--- src/rtl/fifo_pkg.sv ---
// Shared types and parameter checks for the FIFO stream reader.
package fifo_pkg;

    localparam int DATA_W_DEF = 8;

    typedef logic [1:0] occ_t;

    function automatic bit pkt_len_ok(input int n);
        return (n >= 1) && (n <= 256);
    endfunction

endpackage

--- src/rtl/fifo_stream_reader_if.sv ---
// Valid/ready output stream with packet framing.
interface fifo_stream_reader_if
    import fifo_pkg::*;
#(
    parameter int DATA_W = DATA_W_DEF
);

    logic              m_valid;
    logic [DATA_W-1:0] m_data;
    logic              m_last;
    logic              m_ready;

    modport master (
        output m_valid,
        output m_data,
        output m_last,
        input  m_ready
    );

    modport slave (
        input  m_valid,
        input  m_data,
        input  m_last,
        output m_ready
    );

endinterface

--- src/rtl/fifo_stream_skid.sv ---
// Two-entry holding buffer: tail capture, head pop, wrapping 1-bit pointers.
module fifo_stream_skid
    import fifo_pkg::*;
#(
    parameter int DATA_W = DATA_W_DEF
) (
    input  logic              clk,
    input  logic              rst,
    input  logic              wr,
    input  logic [DATA_W-1:0] wr_data,
    input  logic              rd,
    output occ_t              occ,
    output logic [DATA_W-1:0] head_data
);

    logic [DATA_W-1:0] mem [2];
    logic              head;
    logic              tail;

    always_ff @(posedge clk) begin
        if (rst) begin
            mem[0] <= '0;
            mem[1] <= '0;
            head   <= 1'b0;
            tail   <= 1'b0;
            occ    <= '0;
        end else begin
            if (wr) begin
                mem[tail] <= wr_data;
                tail      <= ~tail;
            end
            if (rd) begin
                head <= ~head;
            end
            case ({wr, rd})
                2'b10:   occ <= occ + 2'd1;
                2'b01:   occ <= occ - 2'd1;
                default: occ <= occ;
            endcase
        end
    end

    // Storage is cleared on reset, so the idle head reads as zero.
    assign head_data = mem[head];

endmodule

--- src/rtl/fifo_stream_reader.sv ---
// Pops a 1-cycle-latency FIFO into a framed valid/ready stream.
module fifo_stream_reader
    import fifo_pkg::*;
#(
    parameter int DATA_W  = DATA_W_DEF,
    parameter int PKT_LEN = 4
) (
    input  logic                 clk,
    input  logic                 rst,
    input  logic                 en,
    input  logic                 fifo_empty,
    output logic                 fifo_rd_en,
    input  logic [DATA_W-1:0]    fifo_rd_data,
    fifo_stream_reader_if.master m,
    output logic [7:0]           beat_cnt
);

    localparam logic [7:0] LAST_BEAT = 8'(PKT_LEN - 1);

    if (!pkt_len_ok(PKT_LEN)) begin : g_bad_len
        $error("PKT_LEN must be within 1..256");
    end

    occ_t       occ;
    logic       inflight;
    logic       pop;
    logic [2:0] credit;

    assign m.m_valid = (occ != 2'd0);
    assign pop       = m.m_valid && m.m_ready;

    // Slots committed after this edge; the pop frees one this cycle.
    assign credit = {1'b0, occ} + {2'b00, inflight} - {2'b00, pop};

    assign fifo_rd_en = !rst && en && !fifo_empty && (credit <= 3'd1);

    always_ff @(posedge clk) begin
        if (rst) begin
            inflight <= 1'b0;
        end else begin
            inflight <= fifo_rd_en;
        end
    end

    always_ff @(posedge clk) begin
        if (rst) begin
            beat_cnt <= 8'd0;
        end else if (pop) begin
            beat_cnt <= (beat_cnt == LAST_BEAT) ? 8'd0 : beat_cnt + 8'd1;
        end
    end

    assign m.m_last = m.m_valid && (beat_cnt == LAST_BEAT);

    fifo_stream_skid #(
        .DATA_W (DATA_W)
    ) u_skid (
        .clk       (clk),
        .rst       (rst),
        .wr        (inflight),
        .wr_data   (fifo_rd_data),
        .rd        (pop),
        .occ       (occ),
        .head_data (m.m_data)
    );

endmodule

--- src/flat_wrapper.sv ---
// flat-port wrapper written by rule: the top's interface ports become plain ports
module fifo_stream_reader_flat import fifo_pkg::*;
#(
    parameter int DATA_W  = DATA_W_DEF,
    parameter int PKT_LEN = 4
)
  (clk, rst, en, fifo_empty, fifo_rd_en, fifo_rd_data, beat_cnt, m_m_valid, m_m_data, m_m_last, m_m_ready);
  fifo_stream_reader_if #(.DATA_W(DATA_W)) m_i ();
  input  logic clk;
  input  logic rst;
  input  logic en;
  input  logic fifo_empty;
  output logic fifo_rd_en;
  input  logic [DATA_W-1:0] fifo_rd_data;
  output logic [7:0] beat_cnt;
  output wire logic [$bits(m_i.m_valid)-1:0] m_m_valid;
  output wire logic [$bits(m_i.m_data)-1:0] m_m_data;
  output wire logic [$bits(m_i.m_last)-1:0] m_m_last;
  input wire logic [$bits(m_i.m_ready)-1:0] m_m_ready;
  assign m_m_valid = m_i.m_valid;
  assign m_m_data = m_i.m_data;
  assign m_m_last = m_i.m_last;
  assign m_i.m_ready = m_m_ready;
  fifo_stream_reader #(.DATA_W(DATA_W), .PKT_LEN(PKT_LEN)) u_core (.clk(clk), .rst(rst), .en(en), .fifo_empty(fifo_empty), .fifo_rd_en(fifo_rd_en), .fifo_rd_data(fifo_rd_data), .m(m_i), .beat_cnt(beat_cnt));
endmodule
--- config.mk ---
export PLATFORM = sky130hd
export DESIGN_NAME = fifo_stream_reader_flat
export DESIGN_NICKNAME = d
export VERILOG_FILES = /design/src/rtl/fifo_pkg.sv /design/src/rtl/fifo_stream_reader_if.sv /design/src/rtl/fifo_stream_skid.sv /design/src/rtl/fifo_stream_reader.sv /design/src/flat_wrapper.sv
export SDC_FILE = /design/constraint.sdc
export NUM_CORES = 1
export LEC_CHECK = 0
export ABC_AREA = 1
export ABC_CLOCK_PERIOD_IN_PS = 2000
export BUFFER_PORTS_ARGS = -buffer_cell sky130_fd_sc_hd__buf_2
export CORE_AREA = 2 2 64 66
export CTS_CLUSTER_DIAMETER = 60
export DETAILED_ROUTE_END_ITERATION = 7
export DIE_AREA = 0 0 66 68
export GPL_TIMING_DRIVEN = 0
export HOLD_SLACK_MARGIN = 0.06
export PLACE_DENSITY = 0.66
export SKIP_LAST_GASP = 1
export SLEW_MARGIN = 20
export SYNTH_ARGS = -nofsm -noshare
export SYNTH_HDL_FRONTEND = slang
export SYNTH_SLANG_ARGS = --single-unit
--- constraint.sdc ---
create_clock -name clk -period 2 [get_ports clk]
set_input_delay 0.2 -clock clk [delete_from_list [all_inputs] [get_ports clk]]
set_output_delay 0.2 -clock clk [all_outputs]
set_load 0.02 [all_outputs]
; ---- Word-level counts from Yosys, hierarchy flattened
; Memories as Yosys holds them, arrays and structs flattened. A register that Yosys moved wholly into a read port is not among the register bits.
; Cells that the tools add are included.
[op_classes]
bitwise = 2
addsub = 5
n_mux = 12
shifts = 0
n_eq_ne = 3
n_div = 0
n_reduce_logical = 10
n_lt_le_gt_ge = 1
mul = 0
[op_table]
columns = cell, count
row1 = two-way mux 8 bit, 2
row2 = two-way mux 1 bit, 9
row3 = "adder 8 x 1 -> 8 bit, second input constant", 1
row4 = "== test 8 x 2 -> 1 bit, second input constant", 1
row5 = OR reduction 8 bit, 1
row6 = logical AND 1 bit, 5
row7 = one-hot mux 2 bit (2 select lines), 1
row8 = nonzero test 2 bit, 2
row9 = adder 2 x 1 -> 3 bit, 1
row10 = "<= comparator 3 x 1 -> 1 bit, second input constant", 1
row11 = subtractor 3 x 1 -> 3 bit, 1
row12 = "adder 2 x 1 -> 2 bit, second input constant", 1
row13 = "== test 2 x 1 -> 1 bit, second input constant", 1
row14 = "== test 2 bit, second input constant", 1
row15 = zero test 1 bit, 2
row16 = NOT 1 bit, 2
row17 = "subtractor 2 x 1 -> 2 bit, second input constant", 1
[totals]
mem_bits_ro = 0
wordCells = 39
register_bits = 13
input_bits = 13
mem_bits_rw = 16
latch_bits = 0
out_inout_bits = 19
n_memories = 1
[mem_list]
columns = memory, depth, width, rd, rd_clocked_by_memory_dff, wr, line
row1 = u_core.u_skid.mem, 2, 8, 1, 1, 2, fifo_stream_skid.sv:16  ; logic [DATA_W-1:0] mem [2];

; ---- Depth between registers and ports, before layout
; Gate-level depths: netlist of the first run.
[depth]
depth_word = 5
ltp_mapped = 10
ltp_nobuf = 10

; ---- Modules after synthesis
; From an unflattened synthesis of the first run, not the netlist that was laid out.
[unflattened]
cells_unflattened = 165
hier_area_um2 = 1524.0
[modules_own_cells]
columns = module, cells_each, seq_area_each_um2, n_inst, area_per_inst_um2
row1 = fifo_stream_skid, 81, 580.6, 1, 944.7
row2 = fifo_stream_reader, 84, 180.2, 1, 579.3

; ---- Worst setup path after synthesis of the first run
; OpenSTA, ideal clock, no wires.
[synth_path]
kind = flip-flop to output port
from = register u_core.u_skid.occ[1]
to = output fifo_rd_en
slack_ps = -439
path_stages_with_launch = 11
arrival_time_ps = 2239
required_time_ps = 1800
path_buffers = 0
path_cell_list = dfxtp_1 > nor2_4 > inv_2 > nand2_4 > nand2_1 > nand2_2 > ha_1 > inv_1 > fa_1 > nand2_1 > nor4_1
[synth_via]
elab_chain_len = 5
elab_cells_between_ends = 6
classes_between = 2 x add/sub / 1 x order compare / 3 x reduce/logical
[synth_rtl]
columns = item, line
row1 = "start, declared", fifo_stream_skid.sv:12  ; output occ_t occ,
row2 = "start signal, assigned", fifo_stream_skid.sv:36  ; 2'b10: occ <= occ + 2'd1;
row3 = "start signal, assigned", fifo_stream_skid.sv:37  ; 2'b01: occ <= occ - 2'd1;
row4 = nonzero test 2 bit, fifo_stream_reader.sv:29  ; assign m.m_valid = (occ != 2'd0);
row5 = named net m_m_valid, flat_wrapper.sv:16  ; output wire logic [$bits(m_i.m_valid)-1:0] m_m_valid;
row6 = logical AND 1 bit, fifo_stream_reader.sv:30  ; assign pop = m.m_valid && m.m_ready;
row7 = subtractor 3 x 1 -> 3 bit, fifo_stream_reader.sv:33  ; assign credit = {1'b0, occ} + {2'b00, inflight} - {2'b00, pop};
row8 = <= comparator 3 x 1 -> 1 bit, fifo_stream_reader.sv:35  ; assign fifo_rd_en = !rst && en && !fifo_empty && (credit <= 3'd1);
row9 = logical AND 1 bit, fifo_stream_reader.sv:35
row10 = "end, declared", flat_wrapper.sv:13  ; output logic fifo_rd_en;
; The timed path passes the listed nets, and every way through them passes these cells.

; ---- Worst setup path in the final report of the first run
[layout_path]
from = register u_core.u_skid.occ[1]
to = output fifo_rd_en
[layout_via]
elab_chain_len = 5
elab_cells_between_ends = 6
classes_between = 2 x add/sub / 1 x order compare / 3 x reduce/logical
[layout_rtl]
columns = item, line
row1 = branches (longest 2 deep; another with adder 2 x 1 -> 3 bit), --
row2 = subtractor 3 x 1 -> 3 bit (*), fifo_stream_reader.sv:33
row3 = <= comparator 3 x 1 -> 1 bit (*), fifo_stream_reader.sv:35
row4 = logical AND 1 bit (*), fifo_stream_reader.sv:35
; Every way passes the cells marked *.

==> results of run 1 <==
cell type report:
type	instances	area (um2)
fill	393	2000
sequential	30	766
multi-input combinational	106	618
timing repair buffer	34	180
inverter	22	82.6
clock buffer	5	68.8
clock inverter	3	63.8
tap	50	62.6
buffer	2	16.3
power groups by stage:
stage	clock network, mW	logic, mW	registers, mW
6_report	0.726	0.664	0.787
4_1_cts	0.736	0.675	0.786
2_1_floorplan	0	0.455	0.807
3_5_place_dp	0	0.604	0.804
5_1_grt	0.773	0.742	0.795
3_3_place_gp	0	0.600	0.802
cell families after synthesis:
| family | share of synthesized area (%) |
|---|---|
| adders and majority gates | 3.08 |
| and+or+nand+nor | 26.6 |
| buffers and inverters | 6.77 |
| AOI/OAI and AO/OA | 4.03 |
| DFF | 52.1 |
| xor gates and xnor gates | 1.20 |
| muxes | 6.17 |
worst max-delay path, stage by stage (launching register included):
cell     delay [ps]
dfxtp_4         350
nor2_4          150
inv_2            70
nand2_4          70
nand2_1          70
nand2_2          70
ha_1            130
inv_1            50
fa_1            490
nand2_2          80
nor4_4          190
buf_4           170
registers in the layout (all words and copies together), names as in the netlist, named ones only:
| signal | count |
|---|---|
| u_core.beat_cnt | 8 |
| u_core.u_skid.mem | 16 |
| u_core.u_skid.tail | 1 |
| u_core.inflight | 1 |
| u_core.u_skid.head | 1 |
| u_core.u_skid.occ | 2 |
worst paths after layout:
kind,to,start,slack (ps)
worst min-delay path,u_core.inflight,fifo_empty,130
worst max register to register,u_core.inflight,u_core.u_skid.occ[1],160
worst max-delay path,fifo_rd_en,u_core.u_skid.occ[1],-380
worst min register to register,flip-flop,u_core.u_skid.head,450
per-layer routing:
layer  vias up  GRT usage, %  routed length (um)
li1        594             -                   -
met1       518          16.2                1220
met2        34          23.1                1350
met3         7          5.10                 190
met4         0          6.63                  63
met5         -             0                   0
synth_stat cells, drive strengths merged:
cell type | count | area share [%]
nor4 | 2 | 0.86
nand3 | 7 | 2.7
clkinv | 1 | 0.26
ha | 2 | 1.7
mux2 | 8 | 6.2
nand2 | 35 | 10
nor2 | 34 | 11
buf | 2 | 1.1
or2 | 1 | 0.43
xor2 | 1 | 0.60
inv | 21 | 5.4
o21ai | 3 | 1.0
xnor2 | 1 | 0.60
nor3 | 2 | 1.0
a21oi | 8 | 3.0
nand4 | 1 | 0.43
edfxtp | 16 | 33
dfxtp | 14 | 19
fa | 1 | 1.4
metrics by stage:
step	TNS [ps]	hold slack, ps	utilization, %
5_1_grt	-522	128	48.2
2_1_floorplan	-128	269	-
3_5_place_dp	-234	422	43.9
4_1_cts	-413	122	48.2
6_report	-383	126	48.2
3_3_place_gp	-236	422	43.9
repair_timing:
item                                   in CTS  in global routing
setup endpoints to repair                   1                  1
pin swaps                                   2                  0
endpoints found under the hold margin       0                  0
buffers inserted                            3                  0
resized for setup                           5                  0
==> impl_metrics.json, run 1 <==
{
  "peakVddDrop_mv": 0.622,
  "routed-via-count": 1153,
  "finalWirelength_um": 2830,
  "hold_violations": 0,
  "first_pass_iters": 5,
  "clock-sinks": 30,
  "power.density_nw_per_um2": 1170,
  "synth.avg_cell_area_um2": 9.13,
  "netlist_area_um2": 1460,
  "drc": 0,
  "root_buffer": "clkbuf_8",
  "cp.arrival_ps": 2180,
  "rsz0062_at_grt": "true",
  "fin_nets": 217,
  "final_common_cell": "buf_2",
  "layout_common_cells": "buf_2, nand2_1, nor2_1",
  "p_comb_share_pct": 30.5,
  "worstRegToRegCells": 10,
  "setup_ws_ps": -383,
  "slew_headroom_pct": 73.9,
  "sw_frac_of_total_pct": 31.5,
  "status": "finished with violations",
  "placed_area_um2": 1690,
  "tightest_slew_ps": 390,
  "postCtsHoldBufs": 0,
  "violations": "setup timing",
  "seqPwrFrac_pct": 36.1,
  "hold_class": "primary input to flip-flop",
  "die_area_um2": 4490,
  "total_power_mw": 2.18,
  "synth_seq_cells": 30,
  "fp.dieW_um": 66,
  "cts_buffers": 5,
  "intPower_mw": 1.49,
  "grt_pass1_vias": 1048,
  "final_cells": 252,
  "drv_cap": 0,
  "clkPwrFrac_pct": 33.4,
  "clockBufferDepth": 2,
  "drt-initial-drc-count": 61,
  "clk_pin_slew_worst_paths_ps": 60,
  "ant_nets": 0,
  "start_kind": "flip-flop",
  "drive_gt1_share_pct": 33.2,
  "fp.coreArea_um2": 3860,
  "fin_crit_sh_pct": 119,
  "gp_congestion": 0.829,
  "grt_max_degree": 11,
  "p_sw_mw": 0.686,
  "crit_path_max_fanout": 3,
  "synth.yosys.warnings": 0,
  "slew_violations": 0,
  "start_util_pct": 37.9,
  "track_usage_pct": 14.0,
  "max_freq_ghz": 0.420,
  "area_growth_pct": 27.2,
  "htree_num_levels": 2,
  "min_period_ps": 2380,
  "antenna_found_initial": 0,
  "synth_cell_types": 27,
  "synthCells": 160,
  "grt_pass1_wl_um": 4620,
  "dpl_worst_slack_ps": -234,
  "dp_cells": 241,
  "syn-num-nets": 176,
  "tritoncts": "yes",
  "worstSetupPathType": "flip-flop to output pin",
  "std_cell_rows": 23,
  "die_h_um": 68,
  "hold_depth": 2,
  "grt-ovfl-total": 0,
  "endpoint_kind": "output pin",
  "wl_per_cell_um": 11.2,
  "portBuffers": 31,
  "final_area_um2": 1860,
  "viasPerCell": 4.58,
  "insertion_delay_ps": 280,
  "leakage_nw": 0.881,
  "fin_worst_skew_ps": 1.68,
  "io-pin-count": 32,
  "crit_required_ps": 1800,
  "setup_viol": 1,
  "dpl.hpwl_um": 1990,
  "antenna_cells": 0,
  "yosysSeqAreaShare_pct": 52.1
}
Note: power is estimated with default switching activity, not from simulation.
==> run 2: changes to the inputs <==
CTS_CLUSTER_DIAMETER = default   (was 60)
REMOVE_ABC_BUFFERS = 1   (was default)
==> run 2 against run 1 <==
  * The run still ends with setup timing left
  * Global-route usage up 0.40 points
  * Via count grew 2.7%
  * Non-clock buffer count rose by 5
  * Flip-flop and latch count stayed put
  * Critical path type unchanged
==> impl_metrics.json, run 2 (synthesis results as in run 1) <==
{
  "status": "finished with violations",
  "violations": "setup timing",
  "start_util_pct": 37.9,
  "clockBufferDepth": 2,
  "finalWirelength_um": 2850,
  "leakage_nw": 0.887,
  "slew_violations": 0,
  "rsz0062_at_grt": "true",
  "start_kind": "flip-flop",
  "std_cell_rows": 23,
  "slew_headroom_pct": 74.8,
  "drive_gt1_share_pct": 34.8,
  "final_common_cell": "buf_2",
  "root_buffer": "clkbuf_8",
  "grt_max_degree": 11,
  "die_h_um": 68,
  "track_usage_pct": 14.4,
  "final_area_um2": 1860,
  "gp_congestion": 0.834,
  "clk_pin_slew_worst_paths_ps": 70,
  "grt_pass1_vias": 1121,
  "tightest_slew_ps": 378,
  "hold_violations": 0,
  "postCtsHoldBufs": 0,
  "final_cells": 257,
  "cts_buffers": 5,
  "setup_ws_ps": -370,
  "grt_pass1_wl_um": 4730,
  "area_growth_pct": 27.5,
  "endpoint_kind": "output pin",
  "drc": 0,
  "worstSetupPathType": "flip-flop to output pin",
  "cp.arrival_ps": 2170,
  "fin_crit_sh_pct": 119,
  "fin_util_pct": 48.3,
  "setup_viol": 1,
  "min_period_ps": 2370,
  "antenna_cells": 0,
  "crit_path_max_fanout": 3,
  "r2r_setup_slack_ps": 250,
  "dp_cells": 239,
  "top_register": "u_core.u_skid.mem",
  "portBuffers": 31,
  "viasPerCell": 4.61,
  "drv_cap": 0,
  "critPathMaxStageDelay_ps": 470,
  "crit_chain": "nor2_4 > inv_2 > nand2_4 > nand2_4 > nand2_4 > ha_4 > inv_1 > fa_1 > nand2_1 > nor4_1 > buf_2",
  "placed_area_um2": 1660,
  "wl_per_cell_um": 11.1,
  "power.density_nw_per_um2": 1090,
  "dpl.hpwl_um": 1900,
  "io-pin-count": 32,
  "crit_required_ps": 1800,
  "first_pass_iters": 4,
  "fin_worst_skew_ps": 8.59,
  "grt-ovfl-total": 0,
  "htree_num_levels": 2,
  "cpMaxStageDelayCell": "fa_1",
  "largest_reg_flops": 16,
  "peakVddDrop_mv": 0.749,
  "die_area_um2": 4490,
  "fp.dieW_um": 66,
  "insertion_delay_ps": 280,
  "hold_class": "primary input to flip-flop",
  "routed-via-count": 1184,
  "clock-sinks": 30,
  "tritoncts": "yes",
  "max_freq_ghz": 0.422,
  "fin_nets": 222,
  "layout_common_cells": "buf_2, nor2_1, nand2_1",
  "antenna_found_initial": 0,
  "drt-initial-drc-count": 56,
  "crit_top_cell": "nand2_4",
  "ant_nets": 0,
  "fp.coreArea_um2": 3860,
  "top_regs": "u_core.u_skid.mem (16), u_core.beat_cnt (8), u_core.u_skid.occ (2)"
}
==> run 2: layout make-up <==
cell class	count	area, um2
Tap cell	50	62.6
Timing Repair Buffer	41	230
Inverter	22	82.6
Sequential cell	30	768
Multi-Input combinational cell	106	628
Fill cell	399	1990
Clock buffer	6	82.6
Clock inverter	2	7.51
==> run 2: metal layers <==
metal  vias up  routed length (um)  GRT usage (%)
met5         -                   0              0
met4         0                  53           6.38
met3         6                 191           4.77
met2        37                1360           24.6
met1       539                1250           16.4
li1        602                   -              -
==> run 2: through the flow <==
stage / hold slack [ps] / setup TNS [ps] / total power [mW] / setup slack, ps
2_1_floorplan: 269 / -532 / 1.22 / -532
3_3_place_gp: 389 / -552 / 1.35 / -431
3_5_place_dp: 389 / -581 / 1.36 / -449
4_1_cts: 85.8 / -448 / 2.01 / -448
5_1_grt: 102 / -486 / 2.17 / -486
6_report: 98.4 / -370 / 2.02 / -370
==> run 2: repair_timing <==
item | in CTS | in global routing
resized for setup | 7 | 3
setup endpoints to repair | 2 | 1
setup buffers | 8 | 2
pin swaps | 4 | 4
==> run 2: worst max-delay path: cells and delay by family, from the launching register on <==
family	cells	cell delay [ps]
DFF	1	350
adders and majority gates	2	590
and+or+nand+nor	6	630
buffers and inverters	3	320
==> run 2: worst paths after layout <==
path,start,endpoint,depth (start not counted)
min reg2reg,u_core.u_skid.head,u_core.u_skid.head,1
max reg2reg,u_core.u_skid.occ[0],u_core.inflight,10
max,u_core.u_skid.occ[0],fifo_rd_en,11
min,fifo_empty,u_core.inflight,2
==> run 2: report_power, final <==
part | internal (mW) | switching [mW] | leakage [nW]
combinational | 0.326 | 0.410 | 0.560
sequential | 0.735 | 0.0662 | 0.281
clock | 0.270 | 0.217 | 0.0463
total | 1.33 | 0.693 | 0.887
